--- config.mk ---
export PLATFORM = sky130hd
export DESIGN_NAME = uart_byte_tx
export DESIGN_NICKNAME = d
export VERILOG_FILES = /design/src/rtl/uart_byte_tx.sv
export SDC_FILE = /design/constraint.sdc
export NUM_CORES = 1
export LEC_CHECK = 0
export BUFFER_PORTS_ARGS = -buffer_cell sky130_fd_sc_hd__buf_2
export CAP_MARGIN = 10
export CORE_MARGIN = 2
export CORE_UTILIZATION = 57
export DETAILED_ROUTE_END_ITERATION = 16
export PLACE_DENSITY = 0.74
export SYNTH_ARGS = -nofsm -noshare
export SYNTH_HDL_FRONTEND = slang
export SYNTH_SLANG_ARGS = --single-unit
export TNS_END_PERCENT = 30
--- constraint.sdc ---
create_clock -name clk -period 2 [get_ports clk]
set_input_delay 0.1 -clock clk [delete_from_list [all_inputs] [get_ports clk]]
set_output_delay 0.1 -clock clk [all_outputs]
set_load 0.1 [all_outputs]
--- src/rtl/uart_byte_tx.sv ---
`default_nettype none
// ============================================================================
// Module   : uart_byte_tx
// Brief    : Single-byte 8N1 UART transmitter with busy, done and overrun flags.
// Revision : 1.0 - initial release
// ============================================================================
module uart_byte_tx #(
  parameter int CLK_FREQ  = 50000000,
  parameter int BAUD_RATE = 115200
) (
  input  logic       clk,
  input  logic       reset_n,
  input  logic [7:0] write_data,
  input  logic       write_en,
  output logic       tx_busy,
  output logic       tx_done,
  output logic       overrun_err,
  output logic       uart_tx
);

  localparam int BIT_CYCLES = CLK_FREQ / BAUD_RATE;
  localparam int CW         = (BIT_CYCLES > 2) ? $clog2(BIT_CYCLES) : 1;
  localparam logic [CW-1:0] C_BAUD_MAX = CW'(BIT_CYCLES - 1);

  typedef enum logic [1:0] {
    S_IDLE  = 2'd0,
    S_START = 2'd1,
    S_DATA  = 2'd2,
    S_STOP  = 2'd3
  } state_t;

  state_t          r_state;
  logic [CW-1:0]   r_baud;
  logic [2:0]      r_idx;
  logic [7:0]      r_shift;
  logic            r_tx;
  logic            r_busy;
  logic            r_done;
  logic            r_ovr;
  logic            w_bit_end;

  assign w_bit_end   = (r_baud == C_BAUD_MAX);
  assign tx_busy     = r_busy;
  assign tx_done     = r_done;
  assign overrun_err = r_ovr;
  assign uart_tx     = r_tx;

  always_ff @(posedge clk or negedge reset_n) begin
    if (!reset_n) begin
      r_state <= S_IDLE;
      r_baud  <= '0;
      r_idx   <= '0;
      r_shift <= '0;
      r_tx    <= 1'b1;
      r_busy  <= 1'b0;
      r_done  <= 1'b0;
      r_ovr   <= 1'b0;
    end else begin
      r_done <= 1'b0;
      // Requests during any non-idle state, including the last stop clock, are dropped.
      if (write_en && (r_state != S_IDLE)) begin
        r_ovr <= 1'b1;
      end
      case (r_state)
        S_IDLE: begin
          r_tx   <= 1'b1;
          r_baud <= '0;
          if (write_en) begin
            r_shift <= write_data;
            r_state <= S_START;
            r_busy  <= 1'b1;
            r_tx    <= 1'b0;
          end
        end
        S_START: begin
          if (w_bit_end) begin
            r_baud  <= '0;
            r_idx   <= '0;
            r_state <= S_DATA;
            r_tx    <= r_shift[0];
            r_shift <= {1'b0, r_shift[7:1]};
          end else begin
            r_baud <= r_baud + 1'b1;
          end
        end
        S_DATA: begin
          if (w_bit_end) begin
            r_baud <= '0;
            if (r_idx == 3'd7) begin
              r_state <= S_STOP;
              r_tx    <= 1'b1;
            end else begin
              r_idx   <= r_idx + 3'd1;
              r_tx    <= r_shift[0];
              r_shift <= {1'b0, r_shift[7:1]};
            end
          end else begin
            r_baud <= r_baud + 1'b1;
          end
        end
        S_STOP: begin
          if (w_bit_end) begin
            r_baud  <= '0;
            r_state <= S_IDLE;
            r_busy  <= 1'b0;
            r_done  <= 1'b1;
          end else begin
            r_baud <= r_baud + 1'b1;
          end
        end
        default: begin
          r_state <= S_IDLE;
          r_busy  <= 1'b0;
          r_tx    <= 1'b1;
        end
      endcase
    end
  end

endmodule
`default_nettype wire

### Word level (Yosys, flattened, before mapping)

Cells that the tools add are included.

| storage, ports and cells | value |
|---|---|
| bits in writable memories | 0 |
| memories kept | 0 |
| register bits after elaboration | 26 |
| latch bits | 0 |
| logic and storage cells | 60 |
| ROM bits | 0 |

| cells by class | value |
|---|---|
| multipliers | 0 |
| mux-type cells | 27 |
| divide/modulo/power cells | 0 |
| equal/unequal tests | 11 |
| bitwise operators | 0 |
| shift-type cells | 0 |
| add/subtract/negate cells | 2 |
| reductions and logical operators | 12 |
| $lt $le $gt $ge | 0 |

Operator list:

| operator | number |
|---|---|
| $mux W8 | 4 |
| $pmux W8 S3 | 1 |
| $pmux W9 S2 | 1 |
| $ne A2 B2 Y1 const B | 6 |
| $mux W2 | 5 |
| $reduce_and A5 Y1 | 2 |
| $add A9 B1 Y9 const B | 1 |
| $eq A9 B9 Y1 const B | 1 |
| $mux W3 | 3 |
| $mux W9 | 1 |
| $mux W1 | 8 |
| $pmux W2 S4 | 1 |
| $pmux W3 S2 | 1 |
| $reduce_and A3 Y1 | 2 |
| $reduce_bool A2 Y1 | 3 |
| $eq A2 B2 Y1 const B | 2 |
| $reduce_and A4 Y1 | 1 |
| $add A3 B1 Y3 const B | 1 |
| $eq A3 B3 Y1 const B | 1 |
| $pmux W1 S3 | 1 |
| $reduce_bool A3 Y1 | 1 |
| $reduce_or A3 Y1 | 1 |
| $eq A2 B1 Y1 const B | 1 |
| $logic_not A2 Y1 | 1 |
| 2 further kinds | 2 |

### Logic depth before layout (Yosys ltp)

Gate-level depths: netlist of the first run.

| depth | value |
|---|---|
| depth after elaboration | 4 |
| depth in mapped cells | 7 |

### Worst setup path after synthesis of the first run

No wires, ideal clock.

| timing | value |
|---|---|
| kind | reg-to-reg |
| start | register r_idx[0] |
| end | register r_shift[6] |
| stages on the path, launching flop included | 7 |
| period minus slack after synthesis | 1,765 ps |
| setup slack | 235 ps |
| library setup time | 125 ps |
| path buffers | 0 |
| arrival | 1,640 ps |
| data required time | 1,875 ps |
| path through | dfrtp_1 ha_1 ha_1 and2_1 nor3_2 o21ai_4 mux2_4 |

| between the ends | value |
|---|---|
| longest elaborated chain between the ends | 3 |

RTL lines:

| item | RTL line | text |
|---|---|---|
| start: declaration | 34 | `logic [2:0] r_idx;` |
| start signal: assignment | 93 | `r_idx <= r_idx + 3'd1;` |
| $eq A3 B3 Y1 | 89 | `if (r_idx == 3'd7) begin` |
| $ne A2 B2 Y1 (no line) | n/a |  |
| $reduce_and A5 Y1 (no line) | n/a |  |
| end signal: assignment | 69 | `r_shift <= write_data;` |
| end signal: assignment | 81 | `r_shift <= {1'b0, r_shift[7:1]};` |
| end signal: assignment | 95 | `r_shift <= {1'b0, r_shift[7:1]};` |
| end: declaration | 35 | `logic [7:0] r_shift;` |

Every way passes these cells.
A chain may end at the register's enable or synchronous reset.

### Worst setup path in the final report of the first run

| timing | value |
|---|---|
| start | register r_state[0] |
| end | register r_shift[6] |

| between the ends | value |
|---|---|
| longest elaborated chain between the ends | 3 |
| elaborated cells between the ends (all ways) | 10 |

RTL lines:

| item | RTL line | text |
|---|---|---|
| start: declaration | 32 | `state_t r_state;` |
| start signal: assignment | 50 | `r_state <= S_IDLE;` |
| start signal: assignment | 70 | `r_state <= S_START;` |
| start signal: assignment | 79 | `r_state <= S_DATA;` |
| $eq A2 B2 Y1 (tied with other cells) | 64 | `case (r_state)` |
| $ne A2 B2 Y1 (no line) / $reduce_bool A3 Y1 (equally long branches) | n/a |  |
| $reduce_and A5 Y1 (no line) | n/a |  |

Several ways; a longest one is shown, not always the timed one.

==> qor.csv, run 1 <==
stage;metric;value;unit
run_status;run status;finished, final reports clean;
pwr;Lkg Pwr;0.755;nW
sta;smallest hold slack;22.7;ps
setup_path;critical path, cell by cell;inv_1 -> ha_1 -> and2_1 -> nor3_4 -> o21ai_4 -> mux2_4;
sta;number of endpoints with negative hold slack in the final report;0;
die;number of top-level design ports;15;
placement;port bufs;14;
logic_synthesis;number of register bits inferred by synthesis;26;
final_layout;count of inserted antenna diode cells;0;
sta;Max Transition Viols Final;0;
setup_path;Worst EP arrival;2120;ps
placement;final HPWL from detailed placement;1780;um
setup_path;Slowest cell on crit path;dfrtp_1;
setup_path;reg2reg path depth;6;
setup_path;cell family with most CP delay;simple AND/OR/NAND/NOR gates;
global_routing;total gr overflow;0;
clock_network;cts bufs inserted;3;
setup_path;CP Capture Type;register;
setup_path;Critical Path Source Type;register;
clock_network;TritonCTS sink count;26;
logic_synthesis;Cell variety after synth;37;
final_layout;fill cell instance count of the final layout;178;
die;standard cell core area;2280;um^2
setup_path;worst setup path category;register to register;
sta;final total negative setup slack;0;ps
clock_network;CTS root buffer;clkbuf_4;
logic_synthesis;gate count after technology mapping;124;
min_path;origin of the worst min-delay path;write_en;
logic_synthesis;Cell Area, Synth;1400;um^2
die;Core Rows;17;
detailed_routing;vias after detailed routing;930;
detailed_routing;Detailed Route WL;2390;um
die;Chip Height;53.6;um
clock_network;Clock H-tree levels;1;
detailed_routing;WL/cell;14.0;um
final_layout;layout-stage area growth over the synthesis result;11.9;%
detailed_routing;ratio of routed vias to standard cells;5.44;
detailed_routing;DRT iter0 DRCs;18;
sta;clock period minus final worst setup slack;1900;ps
pwr;overall power;0.816;mW
setup_path;internal reg-to-reg setup slack;100;ps
global_routing;met2 Resource Use GR;31.1;%
setup_path;Bufs and invs on worst path;1;
setup_path;crit-path max cell delay;430;ps
detailed_routing;remaining design rule violation count;0;
setup_path;Worst Path Max Fanout;8;
global_routing;GRT Total Usage;19.8;%
setup_path;data required time of the worst path;2220;ps
sta;Slew headroom;62.3;%
run;total of max-cap violations;0;
global_routing;GR Layer Usage met3;3.33;%
global_routing;pin count of the biggest net entering global routing;27;
final_layout;non-filler cells in the finished layout;171;
sta;maximum operating frequency;527;MHz
detailed_routing;number of nets with antenna violations after routing;0;
logic_synthesis;syn avg cell area;11.3;um^2
setup_path;crit path to;r_shift[6];
logic_synthesis;number of nets produced by synthesis;144;
min_path;type of the most critical hold path;input pin to register;
die;initial cell density of the core;61.5;%
final_layout;final instance area;1570;um^2
setup_path;WP depth;6;
logic_synthesis;Yosys warnings;0;
detailed_routing;length of the first detailed-routing pass in iterations;4;
sta;maximum clock skew at final layout;3.57;ps
setup_path;worst r2r src;r_state[0];
sta;unrepaired setup endpoints after global routing;false;
setup_path;Worst R2R End;r_shift[6];
clock_network;setup repair bufs after CTS;0;
final_layout;Final Net Count;164;
die;area enclosed by the die boundary;2870;um^2
clock_network;clock tree from TritonCTS;done;
global_routing;via count of the first global-routing pass;927;
final_layout;most common cell after layout, fill and taps aside;dfrtp_1;
pwr;ratio of total power to cell area;521;nW/um^2
final_layout;commonest non-fill, non-tap cells in the layout;25 x dfrtp_1, 14 x mux2_2, 14 x buf_2, 12 x nor2_1, 9 x ha_1;
final_layout;proportion of layout cells with a drive suffix above 1;30.1;%
global_routing;number of antenna violations at the first check in global routing;0;
global_routing;GR Layer Usage met1;27.6;%
die;die width;53.6;um
placement;GPL Wtd Cong;0.851;
sta;final setup fails;0;
clock_network;CTS clk-pin slew, worst paths;140;ps
pwr;Max VDD drop;0.554;mV
clock_network;Clk Latency, worst-skew pair;320;ps
sta;post-route clock period utilization;94.8;%
global_routing;first-pass GRT wire length;4100;um
setup_path;start point of the critical path;r_state[0];
sta;slew at the pin closest to its max-slew limit;566;ps
placement;cell count after placement;166;
logic_synthesis;sequential share of the synthesized area;46.6;%
clock_network;Clock Tree Buf Depth;2;
placement;placed cell area;1510;um^2
global_routing;most congested layer reported by global routing;met2;
-- through the flow --
step                      utilization [%]  setup slack (ps)
after global routing                 68.8              1.24
after global placement               66.3               165
after CTS                            68.3              68.6
after floorplan                         -               235
final                                68.8               104
after detailed placement             66.3              77.0
-- power by group --
part	switching (mW)	internal (mW)	total [mW]
Sequential	0.000550	0.527	0.527
Combinational	0.0135	0.00969	0.0232
Clock	0.154	0.111	0.266
Total	0.169	0.648	0.816
-- flip-flops by register name, indices dropped and copies added (netlist names) --
register,flops
tx_busy,1
overrun_err,1
uart_tx,1
r_baud,9
r_idx,3
tx_done,1
r_shift,8
r_state,2
-- layer usage --
| layer | vias up | routed length (um) |
|---|---|---|
| met2 | 11 | 1110 |
| met1 | 442 | 1220 |
| li1 | 475 | - |
| met4 | 0 | 16 |
| met3 | 2 | 48 |
| met5 | - | 0 |
-- kinds of logic after synthesis --
| logic type | after synthesis | share of synthesized area, % |
|---|---|---|
| simple gates | 39 | 16.0 |
| flops | 26 | 46.6 |
| compound gates | 22 | 10.9 |
| mux | 15 | 12.3 |
| fa+ha+maj | 9 | 8.04 |
| buf+inv | 7 | 2.41 |
| xor+xnor | 6 | 3.75 |
-- repair_timing --
item                                    in CTS  in global routing
gates resized for setup                      0                  2
hold buffers                                 1                  0
endpoints found under the setup margin       0                  7
endpoints found under the hold margin       25                  0
-- area by class of cell --
type / instances / area, um^2 / area share (%)
clock buffer: 4 / 36.3 / 2.32
multi-input combinational: 91 / 726 / 46.3
inverter: 4 / 15.0 / 0.958
sequential: 26 / 652 / 41.6
tap: 28 / 35.0 / 2.24
timing repair buffer: 18 / 103 / 6.55
-- synth_stat cells --
cell,instances,share of area [%]
nand3b_1,1,0.54
and3_2,1,0.54
nand3_1,3,1.1
dfstp_2,1,1.9
nor2b_1,2,0.89
nor3_2,1,0.71
dfrtp_1,25,45
mux2_4,1,1.1
xor2_1,3,1.9
and4_2,1,0.71
ha_1,9,8.0
nand2b_1,2,0.89
nor2_1,12,3.2
and4_1,1,0.63
o21a_1,2,1.1
and3_1,1,0.45
o211ai_1,1,0.54
buf_6,1,0.80
o31ai_1,1,0.54
xnor2_1,3,1.9
or3_1,1,0.45
clkbuf_1,2,0.54
o21ai_4,1,1.2
mux2_2,14,11
o2bb2ai_1,1,0.63
nand4_1,1,0.45
nor4b_4,1,1.7
o21ai_0,8,2.9
and2_1,3,1.3
a31oi_1,1,0.45
nor3_1,3,1.1
o311ai_0,1,0.63
nand2_1,5,1.3
a21oi_1,2,0.71
inv_1,4,1.1
a21o_1,2,1.1
a32oi_1,2,1.3
-- how the worst min path moves through the flow --
stage	to	cells after the start	slack (ps)
6_report	overrun_err	2	20
5_1_grt	overrun_err	2	30
4_1_cts	overrun_err	2	20
3_5_place_dp	r_baud[3]	1	130
3_3_place_gp	r_baud[3]	1	120
2_1_floorplan	overrun_err	0	-200
Note: power is estimated with default switching activity, not from simulation.
==> run 2, diff against run 1 <==
==> constraint.sdc (replaced) <==
create_clock -name clk -period 1.95 [get_ports clk]
set_input_delay 0.0975 -clock clk [delete_from_list [all_inputs] [get_ports clk]]
set_output_delay 0.0975 -clock clk [all_outputs]
set_load 0.1 [all_outputs]
==> qor.csv, run 2 (synthesis results as in run 1) <==
stage;metric;value;unit;change
detailed_routing;DRT iter0 DRCs;12;;-6
setup_path;CP Capture Type;register;;
global_routing;via count of the first global-routing pass;1035;;+12%
final_layout;non-filler cells in the finished layout;172;;+0.58%
detailed_routing;Detailed Route WL;2560;um;+6.9%
sta;Max Transition Viols Final;0;;unchanged
final_layout;proportion of layout cells with a drive suffix above 1;31.9;%;+1.9 points
pwr;overall power;0.840;mW;+2.9%
clock_network;CTS clk-pin slew, worst paths;140;ps;about the same
pwr;portion of total power attributed to combinational logic;2.9;%;about the same
sta;Slew headroom;61.0;%;-1.3 points
clock_network;clock tree from TritonCTS;done;;
die;number of top-level design ports;15;;unchanged
global_routing;pin count of the biggest net entering global routing;27;;unchanged
clock_network;TritonCTS sink count;26;;unchanged
final_layout;register ranked first by flip-flop count;r_baud;;
clock_network;Clock Tree Buf Depth;2;;unchanged
setup_path;most frequent cell on the critical path;ha_1;;
final_layout;most common cell after layout, fill and taps aside;dfrtp_1;;
detailed_routing;number of nets with antenna violations after routing;0;;unchanged
final_layout;fill cell instance count of the final layout;171;;-3.9%
detailed_routing;WL/cell;14.9;um;+6.3%
die;die width;53.6;um;unchanged
clock_network;Clock H-tree levels;1;;unchanged
sta;maximum clock skew at final layout;1.59;ps;-1.98 ps
setup_path;Slowest cell on crit path;dfrtp_1;;
global_routing;first-pass GRT wire length;4630;um;+13%
run_status;run status;finished, final reports clean;;
detailed_routing;ratio of routed vias to standard cells;5.63;;+3.5%
final_layout;multi-input logic area;731;um^2;+0.69%
final_layout;fraction of the core area covered by cells at the end of the flow;69.4;%;+0.55 points
global_routing;number of antenna violations at the first check in global routing;0;;unchanged
pwr;switching share of total power;20.9;%;+0.24 points
final_layout;count of inserted antenna diode cells;0;;unchanged
setup_path;Critical Path Source Type;register;;
setup_path;internal reg-to-reg setup slack;60;ps;-40 ps
detailed_routing;remaining design rule violation count;0;;unchanged
pwr;power share of the clock group;32.7;%;+0.2 points
die;Core Rows;17;;unchanged
sta;smallest hold slack;26.9;ps;+4.21 ps
detailed_routing;vias after detailed routing;968;;+4.1%
final_layout;Final Net Count;165;;+0.61%
placement;cell count after placement;167;;+0.60%
global_routing;total gr overflow;0;;unchanged
final_layout;max FFs per register;9;;unchanged
clock_network;Clk Latency, worst-skew pair;320;ps;about the same
pwr;Lkg Pwr;0.759;nW;+0.57%
final_layout;commonest non-fill, non-tap cells in the layout;25 x dfrtp_1, 14 x mux2_2, 14 x buf_2, 12 x nor2_1;;
sta;final setup fails;0;;unchanged
placement;GPL Wtd Cong;0.851;;about the same
sta;maximum operating frequency;529;MHz;+0.31%
setup_path;critical path, cell by cell;ha_1 -> ha_1 -> and2_1 -> nor3_4 -> o21ai_4 -> mux2_4;;
die;Chip Height;53.6;um;unchanged
die;area enclosed by the die boundary;2870;um^2;unchanged
sta;post-route clock period utilization;96.9;%;+2.1 points
setup_path;data required time of the worst path;2180;ps;-40 ps
final_layout;layout-stage area growth over the synthesis result;12.8;%;
die;standard cell core area;2280;um^2;unchanged
sta;number of endpoints with negative hold slack in the final report;0;;unchanged
global_routing;GRT Total Usage;22.2;%;+2.4 points
clock_network;CTS root buffer;clkbuf_4;;
pwr;internal cell power;0.665;mW;+2.6%
pwr;Max VDD drop;0.552;mV;-0.26%
pwr;sequential cell fraction of total power;64.4;%;-0.2 points
detailed_routing;length of the first detailed-routing pass in iterations;4;;unchanged
setup_path;Worst Path Max Fanout;8;;unchanged
clock_network;cts bufs inserted;3;;unchanged
setup_path;crit-path max cell delay;430;ps;about the same
placement;port bufs;14;;unchanged
setup_path;worst setup path category;register to register;;
min_path;type of the most critical hold path;input pin to register;;
sta;final total negative setup slack;0;ps;unchanged
setup_path;Worst EP arrival;2120;ps;about the same
run;total of max-cap violations;0;;unchanged
pwr;switching power of the nets;0.175;mW;+4.1%
sta;slew at the pin closest to its max-slew limit;585;ps;+19.4 ps
sta;clock period minus final worst setup slack;1890;ps;-5.87 ps
placement;final HPWL from detailed placement;1910;um;+7.3%
pwr;ratio of total power to cell area;532;nW/um^2;+2.1%
final_layout;Sequential cell area;652;um^2;unchanged
final_layout;largest registers;r_baud: 9 flops, r_shift: 8 flops, r_idx: 3 flops;;
die;initial cell density of the core;61.5;%;unchanged
run 2: cell count changes in the layout (fill, tap and decap cells not counted):
cell | before | now
buf_4 | 3 | 4
ha_1 | 9 | 8
ha_2 | 0 | 1
nor2b_1 | 2 | 1
nor2b_2 | 0 | 1
run 2: layout make-up:
| type | instances | share of cell area, % |
|---|---|---|
| Multi-Input combinational cell | 91 | 46.3 |
| Timing Repair Buffer | 19 | 6.97 |
| Inverter | 4 | 0.951 |
| Sequential cell | 26 | 41.3 |
| Tap cell | 28 | 2.22 |
| Clock buffer | 4 | 2.30 |
run 2: what timing repair did:
| action | in CTS | in global routing |
|---|---|---|
| hold buffers | 1 | 0 |
| endpoints found under the setup margin | 0 | 7 |
| buffers inserted | 0 | 0 |
| gates resized for setup | 0 | 4 |
| endpoints found under the hold margin | 25 | 0 |
run 2: worst max-delay path: cells and delay by family (launching register included):
| family | cells | cell delay (ps) |
|---|---|---|
| multiplexers | 1 | 310 |
| AND/OR/NAND/NOR | 2 | 480 |
| AO/OA/AOI/OAI | 1 | 150 |
| flip-flops | 1 | 430 |
| adder cells (fa/ha/maj) | 2 | 410 |
run 2: worst paths after layout:
kind                               endpoint         from  cells past startpoint
min in group asynchronous         r_baud[7]      reset_n                      2
worst max-delay path             r_shift[6]     r_idx[0]                      6
max in group asynchronous          r_idx[0]      reset_n                      2
worst max register to register   r_shift[6]     r_idx[0]                      6
worst min-delay path            overrun_err     write_en                      2
worst min register to register  overrun_err  overrun_err                      1
run 2: power groups by stage:
stage | clock [mW] | sequential, mW | combinational [mW]
4_1_cts | 0.280 | 0.541 | 0.0252
2_1_floorplan | 0 | 0.551 | 0.00209
5_1_grt | 0.303 | 0.541 | 0.0281
3_5_place_dp | 0 | 0.551 | 0.0234
6_report | 0.275 | 0.541 | 0.0240
3_3_place_gp | 0 | 0.551 | 0.0227
run 2: per-stage QoR:
stage,cell area [um^2],setup WS [ps]
2_1_floorplan,1400,185
3_3_place_gp,1520,123
3_5_place_dp,1520,37.8
4_1_cts,1560,27.1
5_1_grt,1580,-11.4
6_report,1580,59.6
run 2: per-layer routing:
| metal | GRT usage, % | vias to the layer above | wire, um |
|---|---|---|---|
| met4 | 7.69 | 0 | 40 |
| met3 | 2.50 | 5 | 74 |
| met2 | 37.2 | 19 | 1230 |
| met5 | 0 | - | 0 |
| met1 | 29.9 | 467 | 1210 |
| li1 | - | 477 | - |
==> run 3, diff against run 2 <==
--- a/config.mk
+++ b/config.mk
@@ -8,9 +8,10 @@
 export BUFFER_PORTS_ARGS = -buffer_cell sky130_fd_sc_hd__buf_2
 export CAP_MARGIN = 10
 export CORE_MARGIN = 2
-export CORE_UTILIZATION = 57
+export CORE_UTILIZATION = 40
 export DETAILED_ROUTE_END_ITERATION = 16
-export PLACE_DENSITY = 0.74
+export PLACE_DENSITY = 0.54
+export SKIP_CTS_REPAIR_TIMING = 1
 export SYNTH_ARGS = -nofsm -noshare
 export SYNTH_HDL_FRONTEND = slang
 export SYNTH_SLANG_ARGS = --single-unit
==> qor.csv, run 3 (synthesis results as in run 1) <==
stage;metric;value;unit;change
run_status;run status;finished, final reports clean;;
setup_path;Worst Path Max Fanout;8;;unchanged
die;number of top-level design ports;15;;unchanged
die;Core Rows;21;;+4
sta;worst path setup slack after routing;95.3;ps;+35.7 ps
detailed_routing;length of the first detailed-routing pass in iterations;4;;unchanged
setup_path;Worst R2R End;r_shift[6];;
detailed_routing;number of nets with antenna violations after routing;0;;unchanged
final_layout;max FFs per register;9;;unchanged
placement;GPL Wtd Cong;0.804;;-5.5%
final_layout;proportion of layout cells with a drive suffix above 1;32.4;%;+0.47 points
die;Chip Height;63.2;um;+18%
setup_path;Worst EP arrival;2090;ps;-30 ps
clock_network;CTS clk-pin slew, worst paths;150;ps;about the same
clock_network;cts bufs inserted;3;;unchanged
sta;unrepaired setup endpoints after global routing;false;;
sta;maximum operating frequency;539;MHz;+1.9%
global_routing;number of antenna violations at the first check in global routing;0;;unchanged
setup_path;worst setup path category;register to register;;
sta;final setup fails;0;;unchanged
setup_path;crit path to;r_shift[6];;
sta;Max Transition Viols Final;0;;unchanged
sta;clock period minus final worst setup slack;1850;ps;-35.7 ps
global_routing;via count of the first global-routing pass;994;;-4.0%
sta;final total negative setup slack;0;ps;unchanged
final_layout;register ranked first by flip-flop count;r_baud;;
final_layout;largest registers;r_baud: 9 flops, r_shift: 8 flops, r_idx: 3 flops;;
setup_path;worst r2r src;r_idx[0];;
sta;post-route clock period utilization;95.1;%;-1.8 points
setup_path;most frequent cell on the critical path;ha_1;;
clock_network;Clk Latency, worst-skew pair;330;ps;about the same
sta;slew at the pin closest to its max-slew limit;583;ps;-2.14 ps
die;area enclosed by the die boundary;3990;um^2;+39%
run;total of max-cap violations;0;;unchanged
die;initial cell density of the core;42.0;%;-20 points
die;standard cell core area;3340;um^2;+47%
placement;port bufs;14;;unchanged
detailed_routing;ratio of routed vias to standard cells;5.19;;-7.8%
pwr;Lkg Pwr;0.776;nW;+2.3%
clock_network;clock tree from TritonCTS;done;;
setup_path;Bufs and invs on worst path;0;;unchanged
detailed_routing;Detailed Route WL;2570;um;+0.23%
min_path;type of the most critical hold path;input pin to register;;
setup_path;crit-path max cell delay;430;ps;about the same
pwr;Max VDD drop;0.384;mV;-31%
setup_path;cell family with most CP delay;simple AND/OR/NAND/NOR gates;;
detailed_routing;remaining design rule violation count;0;;unchanged
final_layout;count of inserted antenna diode cells;0;;unchanged
final_layout;most common cell after layout, fill and taps aside;dfrtp_1;;
clock_network;TritonCTS sink count;26;;unchanged
detailed_routing;vias after detailed routing;991;;+2.4%
setup_path;internal reg-to-reg setup slack;100;ps;+40 ps
placement;pre-CTS setup slack;72.2;ps;+34.4 ps
pwr;ratio of total power to cell area;580;nW/um^2;+9.1%
global_routing;first-pass GRT wire length;4510;um;-2.5%
global_routing;GRT Total Usage;14.3;%;-7.9 points
setup_path;start point of the critical path;r_idx[0];;
global_routing;total gr overflow;0;;unchanged
setup_path;CP Capture Type;register;;
sta;Slew headroom;61.1;%;+0.14 points
clock_network;CTS root buffer;clkbuf_4;;
final_layout;layout-stage area growth over the synthesis result;16.3;%;
clock_network;Clock H-tree levels;1;;unchanged
sta;number of endpoints with negative hold slack in the final report;0;;unchanged
global_routing;pin count of the biggest net entering global routing;27;;unchanged
setup_path;critical path, cell by cell;ha_1 -> ha_1 -> and2_1 -> nor3_4 -> o21ai_4 -> mux2_4;;
min_path;origin of the worst min-delay path;write_en;;
setup_path;reg2reg path depth;6;;unchanged
clock_network;Clock Tree Buf Depth;2;;unchanged
detailed_routing;WL/cell;13.4;um;-9.7%
setup_path;Slowest cell on crit path;dfrtp_1;;
die;die width;63.2;um;+18%
detailed_routing;DRT iter0 DRCs;39;;+27
placement;final HPWL from detailed placement;1860;um;-2.5%
final_layout;Final Net Count;166;;+0.61%
setup_path;data required time of the worst path;2190;ps;about the same
sta;maximum clock skew at final layout;3.97;ps;+2.39 ps
setup_path;WP depth;6;;unchanged
setup_path;Critical Path Source Type;register;;
final_layout;commonest non-fill, non-tap cells in the layout;25 x dfrtp_1, 14 x mux2_2, 14 x buf_2, 12 x nor2_1, 9 x ha_1;;
-- run 3: area by class of cell --
| type | instances | area (um^2) |
|---|---|---|
| fill | 326 | 1710 |
| multi-input combinational | 91 | 733 |
| sequential | 26 | 652 |
| timing repair buffer | 20 | 118 |
| tap | 46 | 57.6 |
| clock inverter | 1 | 30.0 |
| clock buffer | 3 | 22.5 |
| inverter | 4 | 15.0 |
-- run 3: how the worst min path moves through the flow --
stage,endpoint,cells past startpoint
finish,overrun_err,2
global route,overrun_err,2
CTS,r_baud[2],1
detailed placement,r_baud[6],1
global placement,r_baud[6],1
floorplan,overrun_err,0
-- run 3: routing by layer --
layer  routed length (um)  up-vias  GRT usage (%)
met5                    0        -              0
met4                   25        0           3.33
met3                   82        2           3.93
met2                 1220       14           23.4
met1                 1240      493           19.0
li1                     -      482              -
-- run 3: stage by stage --
stage | power, mW | util, % | std cells | instance area, um^2 | hold slack (ps)
4_1_cts | 0.958 | 47.7 | 189 | 1590 | -247
3_3_place_gp | 0.574 | 46.1 | 185 | 1540 | 129
6_report | 0.945 | 48.8 | 191 | 1630 | 24.4
3_5_place_dp | 0.575 | 46.1 | 185 | 1540 | 137
2_1_floorplan | 0.553 | - | 124 | 1400 | -198
5_1_grt | 0.989 | 48.8 | 191 | 1630 | 26.4
-- run 3: worst reg2reg max path: stages, from the launching register on --
cell     delay (ps)
dfrtp_1         430
ha_1            210
ha_1            200
and2_1          210
nor3_4          250
o21ai_4         140
mux2_4          320
-- run 3: power by group --
| group | total [mW] | switching, mW | internal, mW | leakage [nW] |
|---|---|---|---|---|
| clock | 0.379 | 0.171 | 0.208 | 0.0279 |
| sequential | 0.541 | 0.000505 | 0.540 | 0.333 |
| combinational | 0.0245 | 0.0145 | 0.00996 | 0.415 |
| total | 0.945 | 0.186 | 0.758 | 0.776 |
